<file path="config.mk">
export PLATFORM = sky130hd
export DESIGN_NAME = frame_ram_arbiter
export DESIGN_NICKNAME = d
export VERILOG_FILES = /design/src/rtl/frame_ram_pkg.sv /design/src/rtl/frame_ram_arbiter_slot.sv /design/src/rtl/frame_ram_arbiter.sv
export SDC_FILE = /design/constraint.sdc
export NUM_CORES = 1
export LEC_CHECK = 0
export ABC_AREA = 1
export CORE_AREA = 3 3 265 267
export DETAILED_ROUTE_END_ITERATION = 16
export DIE_AREA = 0 0 268 270
export PLACE_DENSITY_LB_ADDON = 0.25
export SYNTH_ARGS = -nofsm -noshare
export SYNTH_HDL_FRONTEND = slang
export SYNTH_SLANG_ARGS = --single-unit
</file>
<file path="constraint.sdc">
create_clock -name clk -period 3 [get_ports clk]
set_input_delay 0.3 -clock clk [delete_from_list [all_inputs] [get_ports clk]]
set_output_delay 0.3 -clock clk [all_outputs]
set_load 0.01 [all_outputs]
</file>
<file path="src/rtl/frame_ram_pkg.sv">
// Shared encodings and frame-buffer layout constants for the SDRAM port arbiter.
// Client IDs double as slot indices in the arbiter.
package frame_ram_pkg;

    typedef enum logic [1:0] {
        CLI_VGA = 2'd0,
        CLI_CAM = 2'd1,
        CLI_HDR = 2'd2
    } client_e;

    typedef enum logic {
        IDLE = 1'b0,
        GAP  = 1'b1
    } state_e;

    localparam int unsigned FRAME_BURSTS  = 38400;
    localparam int unsigned CAM_BASE_ADDR = 0;
    localparam int unsigned HDR_BASE_ADDR = 38400;
    localparam int unsigned VGA_BASE_ADDR = 38400;

    function automatic int unsigned offset_width(input int unsigned bursts);
        return (bursts > 1) ? $clog2(bursts) : 1;
    endfunction

endpackage

</file>
<file path="src/rtl/frame_ram_arbiter_slot.sv">
// One client slot: single-entry request buffer, sticky drop flag and a
// wrapping burst-offset counter restarted by frame_start.
module arb_client_slot #(
    parameter int unsigned DATA_W   = 128,
    parameter int unsigned OFFS_W   = 16,
    parameter int unsigned BURSTS   = 38400,
    parameter bit          HAS_DATA = 1'b1,
    parameter bit          HAS_OVF  = 1'b1
) (
    input  logic              clk,
    input  logic              rst_n,
    input  logic              req,
    input  logic [DATA_W-1:0] data,
    input  logic              frame_start,
    input  logic              grant,
    output logic              pending,
    output logic [DATA_W-1:0] data_out,
    output logic [OFFS_W-1:0] offset,
    output logic              overflow
);

    logic              pending_q, pending_d;
    logic [DATA_W-1:0] data_q, data_d;
    logic [OFFS_W-1:0] offset_q, offset_d;
    logic              overflow_q, overflow_d;
    logic              accept;

    always_comb begin
        // A request landing on the grant cycle refills the slot instead of being dropped.
        accept     = req & (~pending_q | grant);

        pending_d  = pending_q;
        if (grant) pending_d = 1'b0;
        if (req)   pending_d = 1'b1;

        data_d     = data_q;
        if (HAS_DATA && accept) data_d = data;

        overflow_d = overflow_q;
        if (HAS_OVF && req && !accept) overflow_d = 1'b1;

        offset_d   = offset_q;
        if (frame_start) begin
            offset_d = '0;
        end else if (grant) begin
            offset_d = (offset_q == OFFS_W'(BURSTS - 1)) ? '0 : offset_q + OFFS_W'(1);
        end
    end

    always_ff @(posedge clk or negedge rst_n) begin
        if (!rst_n) begin
            pending_q  <= 1'b0;
            data_q     <= '0;
            offset_q   <= '0;
            overflow_q <= 1'b0;
        end else begin
            pending_q  <= pending_d;
            data_q     <= data_d;
            offset_q   <= offset_d;
            overflow_q <= overflow_d;
        end
    end

    assign pending  = pending_q;
    assign data_out = data_q;
    assign offset   = offset_q;
    assign overflow = overflow_q;

endmodule

</file>
<file path="src/rtl/frame_ram_arbiter.sv">
// Shares one SDRAM controller port between camera writes, HDR writes and VGA reads.
// VGA reads have strict priority; the two writers alternate round-robin.
module frame_ram_arbiter #(
    parameter int unsigned DATA_W           = 128,
    parameter int unsigned ADDR_W           = 22,
    parameter int unsigned BURSTS_PER_FRAME = frame_ram_pkg::FRAME_BURSTS,
    parameter int unsigned CAM_BASE         = frame_ram_pkg::CAM_BASE_ADDR,
    parameter int unsigned HDR_BASE         = frame_ram_pkg::HDR_BASE_ADDR,
    parameter int unsigned VGA_BASE         = frame_ram_pkg::VGA_BASE_ADDR
) (
    input  logic              clk,
    input  logic              rst_n,
    input  logic              cam_wr_req,
    input  logic [DATA_W-1:0] cam_wr_data,
    input  logic              cam_frame_start,
    input  logic              hdr_wr_req,
    input  logic [DATA_W-1:0] hdr_wr_data,
    input  logic              hdr_frame_start,
    input  logic              vga_rd_req,
    input  logic              vga_frame_start,
    output logic [DATA_W-1:0] vga_rd_data,
    output logic              vga_rd_valid,
    input  logic              ram_busy,
    input  logic              ram_rd_valid,
    input  logic [DATA_W-1:0] ram_rd_data,
    output logic              ram_wr_req,
    output logic              ram_rd_req,
    output logic [ADDR_W-1:0] ram_addr,
    output logic [DATA_W-1:0] ram_wr_data,
    output logic              cam_overflow,
    output logic              hdr_overflow
);

    import frame_ram_pkg::*;

    localparam int unsigned OFFS_W = offset_width(BURSTS_PER_FRAME);

    state_e            state_q, state_d;
    logic              rr_q, rr_d;  // 0: camera has the turn, 1: HDR has the turn
    logic              ram_wr_req_q, ram_wr_req_d;
    logic              ram_rd_req_q, ram_rd_req_d;
    logic [ADDR_W-1:0] ram_addr_q, ram_addr_d;
    logic [DATA_W-1:0] ram_wr_data_q, ram_wr_data_d;
    logic              vga_rd_valid_q;
    logic [DATA_W-1:0] vga_rd_data_q;

    logic              pend_vga, pend_cam, pend_hdr;
    logic              grant_vga, grant_cam, grant_hdr;
    logic [OFFS_W-1:0] off_vga, off_cam, off_hdr;
    logic [DATA_W-1:0] cam_buf, hdr_buf;
    logic              unused_vga_ovf;
    logic [DATA_W-1:0] unused_vga_buf;

    client_e           winner;
    logic              issue;
    logic [ADDR_W-1:0] win_addr;

    arb_client_slot #(
        .DATA_W   (DATA_W),
        .OFFS_W   (OFFS_W),
        .BURSTS   (BURSTS_PER_FRAME),
        .HAS_DATA (1'b0),
        .HAS_OVF  (1'b0)
    ) u_slot_vga (
        .clk         (clk),
        .rst_n       (rst_n),
        .req         (vga_rd_req),
        .data        ({DATA_W{1'b0}}),
        .frame_start (vga_frame_start),
        .grant       (grant_vga),
        .pending     (pend_vga),
        .data_out    (unused_vga_buf),
        .offset      (off_vga),
        .overflow    (unused_vga_ovf)
    );

    arb_client_slot #(
        .DATA_W   (DATA_W),
        .OFFS_W   (OFFS_W),
        .BURSTS   (BURSTS_PER_FRAME),
        .HAS_DATA (1'b1),
        .HAS_OVF  (1'b1)
    ) u_slot_cam (
        .clk         (clk),
        .rst_n       (rst_n),
        .req         (cam_wr_req),
        .data        (cam_wr_data),
        .frame_start (cam_frame_start),
        .grant       (grant_cam),
        .pending     (pend_cam),
        .data_out    (cam_buf),
        .offset      (off_cam),
        .overflow    (cam_overflow)
    );

    arb_client_slot #(
        .DATA_W   (DATA_W),
        .OFFS_W   (OFFS_W),
        .BURSTS   (BURSTS_PER_FRAME),
        .HAS_DATA (1'b1),
        .HAS_OVF  (1'b1)
    ) u_slot_hdr (
        .clk         (clk),
        .rst_n       (rst_n),
        .req         (hdr_wr_req),
        .data        (hdr_wr_data),
        .frame_start (hdr_frame_start),
        .grant       (grant_hdr),
        .pending     (pend_hdr),
        .data_out    (hdr_buf),
        .offset      (off_hdr),
        .overflow    (hdr_overflow)
    );

    always_comb begin
        issue  = 1'b0;
        winner = CLI_VGA;
        if (state_q == IDLE && !ram_busy && (pend_vga || pend_cam || pend_hdr)) begin
            issue = 1'b1;
            if (pend_vga) begin
                winner = CLI_VGA;
            end else if (rr_q) begin
                winner = pend_hdr ? CLI_HDR : CLI_CAM;
            end else begin
                winner = pend_cam ? CLI_CAM : CLI_HDR;
            end
        end
        grant_vga = issue && (winner == CLI_VGA);
        grant_cam = issue && (winner == CLI_CAM);
        grant_hdr = issue && (winner == CLI_HDR);
    end

    // Address math is deliberately modulo 2**ADDR_W.
    always_comb begin
        unique case (winner)
            CLI_CAM: win_addr = ADDR_W'(CAM_BASE) + ADDR_W'(off_cam);
            CLI_HDR: win_addr = ADDR_W'(HDR_BASE) + ADDR_W'(off_hdr);
            default: win_addr = ADDR_W'(VGA_BASE) + ADDR_W'(off_vga);
        endcase
    end

    always_comb begin
        state_d       = state_q;
        rr_d          = rr_q;
        ram_wr_req_d  = 1'b0;
        ram_rd_req_d  = 1'b0;
        ram_addr_d    = ram_addr_q;
        ram_wr_data_d = ram_wr_data_q;

        unique case (state_q)
            IDLE: begin
                if (issue) begin
                    state_d    = GAP;
                    ram_addr_d = win_addr;
                    if (winner == CLI_VGA) begin
                        ram_rd_req_d = 1'b1;
                    end else begin
                        ram_wr_req_d  = 1'b1;
                        ram_wr_data_d = (winner == CLI_CAM) ? cam_buf : hdr_buf;
                        rr_d          = ~rr_q;
                    end
                end
            end
            // Lets the controller's busy rise become visible before the next issue.
            GAP: state_d = IDLE;
            default: state_d = IDLE;
        endcase
    end

    always_ff @(posedge clk or negedge rst_n) begin
        if (!rst_n) begin
            state_q        <= IDLE;
            rr_q           <= 1'b0;
            ram_wr_req_q   <= 1'b0;
            ram_rd_req_q   <= 1'b0;
            ram_addr_q     <= '0;
            ram_wr_data_q  <= '0;
            vga_rd_valid_q <= 1'b0;
            vga_rd_data_q  <= '0;
        end else begin
            state_q        <= state_d;
            rr_q           <= rr_d;
            ram_wr_req_q   <= ram_wr_req_d;
            ram_rd_req_q   <= ram_rd_req_d;
            ram_addr_q     <= ram_addr_d;
            ram_wr_data_q  <= ram_wr_data_d;
            vga_rd_valid_q <= ram_rd_valid;
            vga_rd_data_q  <= ram_rd_data;
        end
    end

    assign ram_wr_req   = ram_wr_req_q;
    assign ram_rd_req   = ram_rd_req_q;
    assign ram_addr     = ram_addr_q;
    assign ram_wr_data  = ram_wr_data_q;
    assign vga_rd_valid = vga_rd_valid_q;
    assign vga_rd_data  = vga_rd_data_q;

endmodule

</file>
# [Word level (Yosys, flattened, before mapping)]
# Index checks and enable logic that the tools add are counted.
[word_totals] reg_bits=592 latch_bits=0 ram_bits=0 romBits=0 in_bits=394 n_memories=0
[op_classes] add_sub_neg=5 mul=0 n_div=0 order_cmp=0 eq_ne=5 n_shift=0 muxes=31 bitwise=9 reduce_logical=21
[op_table] op="2-to-1 mux 16 bit" n=9
[op_table] op="2-to-1 mux 128 bit" n=1
[op_table] op="adder 16 x 1 -> 16 bit (second input constant)" n=3
[op_table] op="== test 16 bit (second input constant)" n=3
[op_table] op="adder 16 x 16 -> 17 bit (first input constant)" n=2
[op_table] op="case mux 17 bit (2 select lines)" n=1
[op_table] op="2-to-1 mux 1 bit" n=14
[op_table] op="nonzero test 2 bit" n=6
[op_table] op="2-to-1 mux 2 bit" n=5
[op_table] op="logical AND 1 bit" n=7
[op_table] op="NOT 1 bit" n=5
[op_table] op="zero test 1 bit" n=3
[op_table] op="AND reduction 3 bit" n=1
[op_table] op="AND 1 bit" n=2
[op_table] op="== test 2 x 1 -> 1 bit (second input constant)" n=1
[op_table] op="== test 2 bit (second input constant)" n=1
[op_table] op="zero test 2 bit" n=1
[op_table] op="logical OR 1 bit" n=2
[op_table] op="bitwise OR 1 bit" n=2
[op_table] op="case mux 1 bit (2 select lines)" n=1
[op_table] op="AND reduction 2 bit" n=1

# [Longest topological paths before layout]
# Gate-level depths: netlist of run 1.
[logic_depth] ltp_word=10 depth_mapped=21 depth_no_buf=19

# [By module]
# Synthesis of run 1 repeated with hierarchy kept, for this count alone.
[unflattened] hier_cells=2127 hier_area_um2=25563.3
[by_module_without_submodules] module="arb_client_slot (u_slot_cam ...)" n_inst=2 cells_per_inst=421 area_per_inst_um2=6412.4 seq_area_each_um2=3653.5
[by_module_without_submodules] module="frame_ram_arbiter" n_inst=1 cells_per_inst=1004 area_per_inst_um2=10627.7 seq_area_each_um2=6956.7
[by_module_without_submodules] module="arb_client_slot (u_slot_vga)" n_inst=1 cells_per_inst=281 area_per_inst_um2=2110.8 seq_area_each_um2=425.4

# [Worst setup path before layout of run 1]
# Ideal clock, no wire load.
[synth_timing] kind="register to register" start="register u_slot_cam.pending_q, in the netlist u_slot_cam.pending" end="register ram_addr_q[15], in the netlist ram_addr[15]" setup_time_ns=0.077 arrival_ns=2.420 required_time_ns=2.923 setup_slack_ns=0.503 stages_incl_launch_ff=22 path_buffers=2 synth_period_minus_slack_ns=2.497 path_cell_list="dfrtp_1 -> nor2_2 -> nand2_4 -> nand2_4 -> inv_1 -> buf_2 -> nand3_1 -> inv_1 -> ha_1 -> buf_4 -> inv_1 -> nand2_1 -> nand2_1 -> inv_1 -> ha_1 -> inv_1 -> nand2_1 -> nand2_1 -> nand2_1 -> nand2_1 -> nand3_1 -> a21oi_1"
[synth_between] elab_chain_len=6 elab_cells_between_ends=12 classes_between="eq/ne (2); mux (6); reduce/logical (4)"
[synth_rtl] element="from (decl)" line="frame_ram_arbiter_slot.sv:22" text="logic pending_q, pending_d;"
[synth_rtl] element="from (signal assigned)" line="frame_ram_arbiter_slot.sv:57" text="pending_q <= pending_d;"
[synth_rtl] element="2-to-1 mux 2 bit / logical OR 1 bit (equally long branches)" line="frame_ram_arbiter.sv:125, frame_ram_arbiter.sv:118"
[synth_rtl] element="2-to-1 mux 2 bit / logical OR 1 bit (equally long branches)" line="frame_ram_arbiter.sv:122, frame_ram_arbiter.sv:118"
[synth_rtl] element="2-to-1 mux 2 bit / logical AND 1 bit (equally long branches)" line="frame_ram_arbiter.sv:120, frame_ram_arbiter.sv:118"
[synth_rtl] element="2-to-1 mux 2 bit" line="frame_ram_arbiter.sv:118" text="if (state_q == IDLE && !ram_busy && (pend_vga || pend_cam || pend_hdr)) begin"
[synth_rtl] element="== test 2 bit / == test 2 x 1 -> 1 bit (equally long branches)" line="frame_ram_arbiter.sv:135" text="unique case (winner)"
[synth_rtl] element="case mux 17 bit (2 select lines)" line="frame_ram_arbiter.sv:135"
[synth_rtl] element="to (signal assigned)" line="frame_ram_arbiter.sv:185" text="ram_addr_q <= ram_addr_d;"
[synth_rtl] element="to (decl)" line="frame_ram_arbiter.sv:42" text="logic [ADDR_W-1:0] ram_addr_q, ram_addr_d;"
# Several ways; a longest one is shown, not always the timed one.
# A chain may end at the register's enable or synchronous reset.

# [Final worst setup path of run 1]
[layout_timing] start="register u_slot_hdr.pending_q, in the netlist u_slot_hdr.pending" end="register ram_addr_q[13], in the netlist ram_addr[13]"
[layout_between] elab_chain_len=6 elab_cells_between_ends=11 classes_between="eq/ne (2); mux (6); reduce/logical (3)"
[layout_rtl] element="from (decl)" line="frame_ram_arbiter_slot.sv:22"
[layout_rtl] element="from (signal assigned)" line="frame_ram_arbiter_slot.sv:57"
[layout_rtl] element="2-to-1 mux 2 bit" line="frame_ram_arbiter.sv:123" text="winner = pend_hdr ? CLI_HDR : CLI_CAM;"
[layout_rtl] element="2-to-1 mux 2 bit" line="frame_ram_arbiter.sv:122" text="end else if (rr_q) begin"
[layout_rtl] element="2-to-1 mux 2 bit" line="frame_ram_arbiter.sv:120" text="if (pend_vga) begin"
[layout_rtl] element="2-to-1 mux 2 bit" line="frame_ram_arbiter.sv:118"
[layout_rtl] element="== test 2 bit / == test 2 x 1 -> 1 bit (equally long branches)" line="frame_ram_arbiter.sv:135"
[layout_rtl] element="case mux 17 bit (2 select lines)" line="frame_ram_arbiter.sv:135"
# Several ways; a longest one is shown, not always the timed one.

==> results.ini, run 1 <==
[setup_path]
cp_slowest_cell = dfrtp_1
critPathLaunch = u_slot_hdr.pending$_DFFE_PN0P_
crit_type = register to register
cp-endpoint = ram_addr[13]$_DFFE_PN0P_
ff2ff_setup_slack_ps = 380
critical_path.most_common_cell = nand2_1
cp.required_ps = 3500
endpoint_kind = register
reg2reg_from = u_slot_hdr.pending$_DFFE_PN0P_
path_max_fanout = 6
worstRegToRegCells = 17
crit_chain = nor2_2, nand2_4, nand2_4, nor3_1, inv_1, ha_1, buf_4, nand2_1, nand2_1, inv_1, ha_1, inv_1, nand2_1, nand2_1, a21oi_1, o21ai_0, a21oi_1
slowest_delay_ps = 500
cp-start-kind = register
cp.arrival_ps = 3110
worstReg2RegEnd = ram_addr[13]$_DFFE_PN0P_

[detailed_routing]
first_pass_iters = 5
antenna_left = 0
wire_per_inst_um = 19.8
avgViaCountPerCell = 4.94
drc = 0
drt-total-wl_um = 81100
dr.first_iter.drc_count = 1313
vias = 20227

[global_route]
antenna_found_initial = 8
grt_start_max_net_pins = 94
grt_usage_pct = 22.3
gr-total-overflow = 0
grt_pass1_vias = 20769
grt_pass1_wl_um = 125000

[die]
num_rows = 96
start_util_pct = 34.7
ioPinCount = 677
die_w_um = 268
dieArea_um2 = 72400
core_region_area_um2 = 68300
die_h_um = 270

[clock_network]
cts.sinks = 587
cts_buffer_depth = 3
clock_latency_ps = 590
clkTransAtPathRegs_ps = 60
holdBufCountCts = 1
cts_tree = built
htreeDepth = 3
cts_resized = 0
cts_setup_buffers = 0
root_buffer = clkbuf_16
cts_buffers = 67

[timing]
tightest_slew_ps = 1160
finalCritPeriodShare_pct = 87.2
skew_ps = 24.6
setup_tns_ps = 0
fmax_mhz = 382
setup_viol = 0
hold_violations = 0
grt_setup_unrepaired = no
fin_crit_ps = 2620
slew_viol_final = 0
relSlewSlack_pct = 22.7

[finish]
num-nets-final = 3559
fin_area_um2 = 33600
area_delta_synth_final_pct = 41.7
drive_above_1_share_pct = 5.99

[synthesis]
seq_area_frac_synth_pct = 61.9
syn_area_um2 = 23700
avgSynthCellArea_um2 = 9.47
yosysWarnings = 0
yosysTopAreaCell = dfrtp_1
synth.top_cell.area_share_pct = 61.9
yosys_most_used_dff = dfrtp_1
synth-async-reset-ratio_pct = 100
synth-edff-count = 0
postSynthCellCount = 2506
ys_types = 40
synthTopCellsByArea = dfrtp_1, nand2_1, nand3_1
synth-seq-cells = 587

[hold_path]
holdCritPathClass = input pin to register

[power_and_ir_drop]
cellPowerDensity_nw_per_um2 = 813
ir_worst_vdd_mv = 0.526
cellLeakagePower_uw = 0.0154

[placed_design]
dp_hpwl_um = 58400
io_buffers = 671
routabilityCongestion = 0.890
dpl_cell_area_um2 = 31500

[job]
maxCapViolCount = 0

[status]
status = complete, no violations

## cells in the final DEF (no fill, tap or decap), drive strengths merged, types with 65 or more instances in the layout
cell type,synthesis,routed
buf,107,65
clkbuf,48,105
clkdlybuf4s50,0,668
dfrtp,587,587
inv,77,80
nand2,661,661
nand3,297,297
nor2,322,322
o21a,128,128
o21ai,161,161
## metal layers
metal / GRT usage, % / up-vias / routed length (um) / share of wire [%]
met5: 0 / - / 49 / 0.060
met4: 7.43 / 8 / 2290 / 2.8
met3: 5.02 / 141 / 5370 / 6.6
met2: 37.1 / 651 / 39800 / 49
met1: 28.7 / 9971 / 33600 / 41
li1: - / 9456 / - / -
## power breakdown
group | total [uW] | internal, uW | switching (uW)
Sequential | 12400 | 10700 | 1700
Clock | 8030 | 4750 | 3280
Combinational | 6930 | 3700 | 3220
Total | 27300 | 19100 | 8200
## logic make-up (layout without fill, tap and decap cells)
family | Yosys count | after routing | share of synthesized area [%]
buf+inv | 233 | 930 | 5.20
fa+ha+maj | 7 | 7 | 0.369
xor+xnor | 13 | 13 | 0.480
other cells | 1 | 10 | 0.0158
flops | 587 | 587 | 61.9
simple gates | 1326 | 1326 | 23.4
compound gates | 339 | 339 | 8.71
## final cells by class
cell class / count / area (um^2)
diodes: 5 / 12.5
inverters: 78 / 295
repair buffers: 734 / 7500
multi-input cells: 1690 / 7870
clock inverters: 13 / 139
flip-flops and latches: 587 / 14700
well taps: 882 / 1100
fillers: 6316 / 34700
clock buffers: 105 / 2030
## cells in the mapped netlist, drive strengths merged, types with 2 or more instances
cell type	number
nand2	661
dfrtp	587
nor2	322
nand3	297
o21ai	161
o21a	128
buf	107
inv	77
clkbuf	48
a21oi	32
nor3	21
nand4	19
xor2	13
o22ai	9
ha	7
o21bai	4
o221ai	3
and3	2
## critical path: cells and delay by family, from the launching register on
family	cells	cell delay (ps)
buffers and inverters	4	410
adder cells (fa/ha/maj)	2	470
flip-flops	1	500
AO/OA/AOI/OAI	3	390
AND/OR/NAND/NOR	8	730
## worst min-delay path by stage
stage                     start                                  end  slack [ps]  depth (start not counted)
2_1_floorplan             rst_n              ram_addr[0]$_DFFE_PN0P_           4                          0
3_3_place_gp              rst_n  u_slot_hdr.data_out[19]$_DFFE_PN0P_         320                          1
3_5_place_dp              rst_n  u_slot_hdr.data_out[19]$_DFFE_PN0P_         340                          1
4_1_cts         ram_rd_data[31]            vga_rd_data[31]$_DFF_PN0_         100                          1
5_1_grt         ram_rd_data[77]            vga_rd_data[77]$_DFF_PN0_         110                          1
6_report       ram_rd_data[100]           vga_rd_data[100]$_DFF_PN0_         140                          1
## stage by stage
step | util, % | instances | setup WS (ps) | power, uW | hold WS, ps
finish | 49.2 | 4094 | 384 | 27300 | 141
global route | 49.2 | 4091 | 133 | 29000 | 107
CTS | 49.2 | 4089 | 400 | 27700 | 100
detailed placement | 46.0 | 3970 | 176 | 19500 | 341
global placement | 46.0 | 3970 | 213 | 19300 | 323
floorplan | - | 2510 | 503 | 15300 | 4.41
## flip-flops by register name, summed over array words and instances (netlist names)
name                 flops
u_slot_hdr.offset       16
u_slot_cam.pending       1
rr_q                     1
vga_rd_data            128
u_slot_hdr.pending       1
ram_wr_req               1
state_q                  1
u_slot_hdr.data_out    128
ram_addr                17
u_slot_vga.pending       1
u_slot_cam.data_out    128
ram_rd_req               1
u_slot_cam.overflow      1
u_slot_vga.offset       16
vga_rd_valid             1
u_slot_hdr.overflow      1
u_slot_cam.offset       16
ram_wr_data            128
Note: power is estimated with default switching activity, not from simulation.
==> run 2: changes to the inputs <==
Settings changed: DONT_BUFFER_PORTS from default to 1.
==> results.ini, run 2 (synthesized netlist as in run 1, its figures left out) <==
[clock_network]
holdBufCountCts = 519
htreeDepth = 3
clkTransAtPathRegs_ps = 60
cts_setup_buffers = 0
cts_buffers = 66
cts.sinks = 587
cts_tree = built
root_buffer = clkbuf_16
clock_latency_ps = 600
cts_buffer_depth = 3

[setup_path]
cp.required_ps = 3550
endpoint_kind = register
cp-start-kind = register
slowest_delay_ps = 600
crit_type = register to register
crit_chain = nor2_4, nand2_4, inv_1, nand3_1, inv_1, ha_2, nand3_2, nand2_8, buf_16, nand3_1, dlygate4sd3_1, nand2_1
path_max_fanout = 31
cp_num_buf_inv = 4
path_delay_family = simple AND/OR/NAND/NOR gates
cp.arrival_ps = 3360
cp_slowest_cell = dlygate4sd3_1

[timing]
skew_ps = 22.3
finalCritPeriodShare_pct = 94.0
relSlewSlack_pct = -108
setup_tns_ps = 0
slew_viol_final = 354
setup_viol = 0
fin_hold_ws_ps = -608
fmax_mhz = 355
fin_crit_ps = 2820
tightest_slew_ps = 3120
hold_violations = 376
grt_setup_unrepaired = no

[detailed_routing]
first_pass_iters = 5
drt-total-wl_um = 82000
wire_per_inst_um = 20.9
vias = 19937
avgViaCountPerCell = 5.08
drc = 0
dr.first_iter.drc_count = 1418
antenna_left = 0

[die]
dieArea_um2 = 72400
start_util_pct = 34.7
die_w_um = 268
die_h_um = 270
num_rows = 96
core_region_area_um2 = 68300
ioPinCount = 677

[power_and_ir_drop]
cellPowerDensity_nw_per_um2 = 804
cellLeakagePower_uw = 0.0146
ir_worst_vdd_mv = 0.650

[finish]
area_delta_synth_final_pct = 35.1
final_util_pct = 46.9
regArea_um2 = 14700
fillers = 6263
final_common_cell = nand2_1
num-nets-final = 3376
drive_above_1_share_pct = 5.81
layout_common_cells = nand2_1, dfrtp_1, dlygate4sd3_1
multi_input_area_um2 = 7890

[global_route]
antenna_found_initial = 11
grt_start_max_net_pins = 588
grt_pass1_wl_um = 123000
grt_pass1_vias = 20586
grt_usage_pct = 22.0
gr-total-overflow = 0

[status]
violations = negative hold slack, max-slew violations
status = complete, but fails checks

[job]
maxCapViolCount = 0

[placed_design]
io_buffers = 0
routabilityCongestion = 0.870
dp_hpwl_um = 51400

[hold_path]
holdCritPathClass = input pin to async pin

==> run 2: power by group <==
part	leakage, uW	internal [uW]	switching (uW)
clock network	0.00114	5120	3470
registers	0.00719	10700	2570
logic	0.00623	1950	1960
total	0.0146	17800	8010
==> run 2: final cells by class <==
| class | instances | share of cell area (%) |
|---|---|---|
| antenna | 11 | 0.0858 |
| clock buffer | 96 | 6.10 |
| clock inverter | 26 | 1.18 |
| inverter | 78 | 0.921 |
| multi-input combinational | 1690 | 24.6 |
| sequential | 587 | 45.8 |
| tap | 882 | 3.44 |
| timing repair buffer | 552 | 17.9 |
==> run 2: worst reg2reg max path, stage by stage, from the launching register on <==
cell and delay (ps):
dfrtp_1 390, nor2_4 210, nand2_4 110, inv_1 90, nand3_1 160, inv_1 100, ha_2 290, nand3_2 200
nand2_8 180, buf_16 200, nand3_1 180, dlygate4sd3_1 600, nand2_1 70
==> run 2: path summary, 6_finish.rpt <==
check	from	end	slack, ps	depth (start not counted)
worst min register to register	u_slot_hdr.data_out[41]$_DFFE_PN0P_	u_slot_hdr.data_out[41]$_DFFE_PN0P_	470	2
worst max register to register	state_q$_DFF_PN0_	u_slot_hdr.data_out[61]$_DFFE_PN0P_	180	12
worst min-delay path	rst_n	u_slot_cam.data_out[61]$_DFFE_PN0P_	-610	0
worst max-delay path	state_q$_DFF_PN0_	u_slot_hdr.data_out[61]$_DFFE_PN0P_	180	12
min in group clk	cam_wr_req	u_slot_cam.data_out[14]$_DFFE_PN0P_	60	3
max in group asynchronous	rst_n	u_slot_cam.pending$_DFFE_PN0P_	920	0
==> run 2: stage by stage <==
| stage | power, uW | cells | setup slack [ps] | cell area, um^2 | hold slack [ps] |
|---|---|---|---|---|---|
| after floorplan | 15300 | 2510 | 503 | 23800 | 4.41 |
| after global placement | 16500 | 3269 | 289 | 24400 | 19.9 |
| after detailed placement | 16700 | 3269 | 245 | 24400 | 18.7 |
| after CTS | 25900 | 3910 | 38.4 | 32000 | -651 |
| after global routing | 27200 | 3919 | 19.9 | 32100 | -638 |
| final | 25800 | 3922 | 181 | 32100 | -608 |
==> run 2: metal layers <==
layer	up-vias	GRT usage (%)	wire length (um)	part of all wire, %
met5	-	0	13	0.016
met4	2	10.0	3510	4.3
met3	188	5.27	5860	7.1
met2	816	35.6	38800	47
met1	9833	27.9	33700	41
li1	9098	-	-	-
==> run 2: what timing repair did <==
action | in CTS | in global routing
setup endpoints to repair | 0 | 118
hold endpoints to repair | 983 | 587
gates resized for setup | 0 | 11
==> run 3: changes to the inputs <==
Settings changed: ABC_AREA 1 to default, CORE_AREA 3 3 265 267 to 3 3 260 262, DIE_AREA 0 0 268 270 to 0 0 263 265.
==> results.ini, run 3 <==
[placed_design]
io_buffers = 0
dp_hpwl_um = 45200
routabilityCongestion = 0.903

[synthesis]
synth-async-reset-ratio_pct = 100
yosys_most_used_dff = dfrtp_1
ys_types = 61
yosysWarnings = 0
synthTopCellsByArea = dfrtp_1, mux2_2, mux2_1
avgSynthCellArea_um2 = 13.6
postSynthCellCount = 1676
ys_top_cells_by_count = dfrtp_1, nor2_1, a21oi_1, mux2_2, mux2i_1
yosysTopAreaCell = dfrtp_1
synth-edff-count = 0
syn_area_um2 = 22800
seq_area_frac_synth_pct = 64.5
synth.most_common_cell = dfrtp_1
synth.top_cell.area_share_pct = 64.5
synth-seq-cells = 587

[timing]
fmax_mhz = 354
hold_violations = 587
finalCritPeriodShare_pct = 94.1
skew_ps = 28.9
fin_hold_ws_ps = -619
relSlewSlack_pct = 20.1
grt_setup_unrepaired = no
setup_viol = 0
setup_tns_ps = 0
fin_crit_ps = 2820
tightest_slew_ps = 1200
slew_viol_final = 0

[clock_network]
cts_buffer_depth = 3
holdBufCountCts = 392
cts_setup_buffers = 0
cts_buffers = 61
root_buffer = clkbuf_16
clkTransAtPathRegs_ps = 60
clock_latency_ps = 630
cts_tree = built
htreeDepth = 2
cts.sinks = 587

[status]
status = complete, but fails checks
violations = negative hold slack

[finish]
layout_common_cells = dfrtp_1, dlygate4sd3_1, nor2_1
fillers = 5778
drive_above_1_share_pct = 14.2
area_delta_synth_final_pct = 31.2
final_common_cell = dfrtp_1
num-nets-final = 2479

[detailed_routing]
dr.first_iter.drc_count = 865
wire_per_inst_um = 22.3
vias = 14798
antenna_left = 0
drt-total-wl_um = 66800
drc = 0
avgViaCountPerCell = 4.94
first_pass_iters = 5

[setup_path]
worstReg2RegEnd = u_slot_cam.data_out[111]$_DFFE_PN0P_
path_delay_family = simple AND/OR/NAND/NOR gates
cp_slowest_cell = or3_1
worstRegToRegCells = 11
cp.arrival_ps = 3330
path_max_fanout = 37
reg2reg_from = state_q$_DFF_PN0_
cp_num_buf_inv = 2
crit_chain = or3_1, nor2_1, nand2_1, buf_4, ha_4, nor3b_2, nand2_2, nand2_1, nand2_8, buf_12, mux2_2
crit_type = register to register
cp.required_ps = 3500
ff2ff_setup_slack_ps = 180
slowest_delay_ps = 460
cp-start-kind = register
critical_path.most_common_cell = nand2_1
endpoint_kind = register

[global_route]
grt_usage_pct = 18.6
gr-total-overflow = 0
antenna_found_initial = 5
grt_start_max_net_pins = 588
grt_pass1_wl_um = 101000
grt_pass1_vias = 16022

[die]
dieArea_um2 = 69700
start_util_pct = 34.7
ioPinCount = 677
die_h_um = 265
core_region_area_um2 = 65600
num_rows = 94
die_w_um = 263

[hold_path]
holdCritPathClass = input pin to async pin

[power_and_ir_drop]
cellPowerDensity_nw_per_um2 = 832
cellLeakagePower_uw = 0.0125
power_uw = 24900
ir_worst_vdd_mv = 0.585

[job]
maxCapViolCount = 0

[run 3: cell types whose count changed in the layout (fill, tap and decap cells not counted), moves of 90 or more]
cell	delta
a21oi_1	+114
o21ai_1	-90
nor2_1	-136
mux2i_1	+133
o21a_1	-128
nand3_1	-277
nand2_1	-606
dlygate4sd3_1	-125
mux2_1	+124
mux2_2	+133
[run 3: cells by family after synthesis]
group                    count (synthesis)  synth area share [%]
AO/OA/AOI/OAI                          216                  5.22
AND/OR/NAND/NOR                        334                  7.01
multiplexers                           390                  18.5
adder cells (fa/ha/maj)                  7                 0.384
buffers and inverters                  105                  2.97
flip-flops                             587                  64.5
XOR/XNOR                                36                  1.38
other                                    1                0.0165
[run 3: final cells by class]
type | instances | area (um^2) | share of cell area [%]
Multi-Input combinational cell | 988 | 7510 | 25.1
Tap cell | 864 | 1080 | 3.62
Sequential cell | 587 | 14700 | 49.2
Clock inverter | 28 | 407 | 1.36
Inverter | 9 | 33.8 | 0.113
Clock buffer | 84 | 1750 | 5.87
Timing Repair Buffer | 431 | 4400 | 14.7
Antenna cell | 4 | 10.0 | 0.0335
[run 3: repair_timing]
action                                  in CTS  in global routing
endpoints found under the setup margin       0                  4
hold endpoints to repair                  1001                587
gates resized for setup                      0                  2
[run 3: report_power, final]
group / switching, uW / leakage (uW) / internal [uW]
clock: 3230 / 0.00106 / 4790
combinational: 1490 / 0.00439 / 2300
sequential: 2420 / 0.00707 / 10600
[run 3: metrics by stage]
| stage | setup WS, ps | area (um^2) | std cells | util (%) |
|---|---|---|---|---|
| after floorplan | 0.00355 | 22800 | 1680 | - |
| after global placement | 211 | 23800 | 2487 | 36.2 |
| after detailed placement | 178 | 23800 | 2487 | 36.2 |
| after CTS | 129 | 29900 | 2991 | 45.5 |
| after global routing | 2.38 | 29900 | 2993 | 45.5 |
| final | 176 | 29900 | 2995 | 45.5 |
[run 3: worst max-delay path by stage]
stage,from,to,slack [ps],cells after the start
after CTS,u_slot_hdr.pending$_DFFE_PN0P_,u_slot_hdr.offset[7]$_DFFE_PN0P_,130,12
after detailed placement,state_q$_DFF_PN0_,u_slot_hdr.offset[7]$_DFFE_PN0P_,180,12
after global placement,state_q$_DFF_PN0_,u_slot_cam.data_out[108]$_DFFE_PN0P_,210,11
final,state_q$_DFF_PN0_,u_slot_cam.data_out[111]$_DFFE_PN0P_,180,11
after global routing,u_slot_vga.pending$_DFFE_PN0P_,u_slot_vga.offset[15]$_DFFE_PN0P_,2,11
after floorplan,u_slot_vga.pending$_DFFE_PN0P_,ram_addr[15]$_DFFE_PN0P_,0.004,16
[run 3: per-layer routing]
metal / vias to the layer above / global-route usage, % / routed length (um)
li1: 6628 / - / -
met1: 7482 / 22.8 / 26300
met2: 541 / 30.7 / 32600
met3: 143 / 5.70 / 5010
met4: 4 / 7.64 / 2850
met5: - / 0 / 21
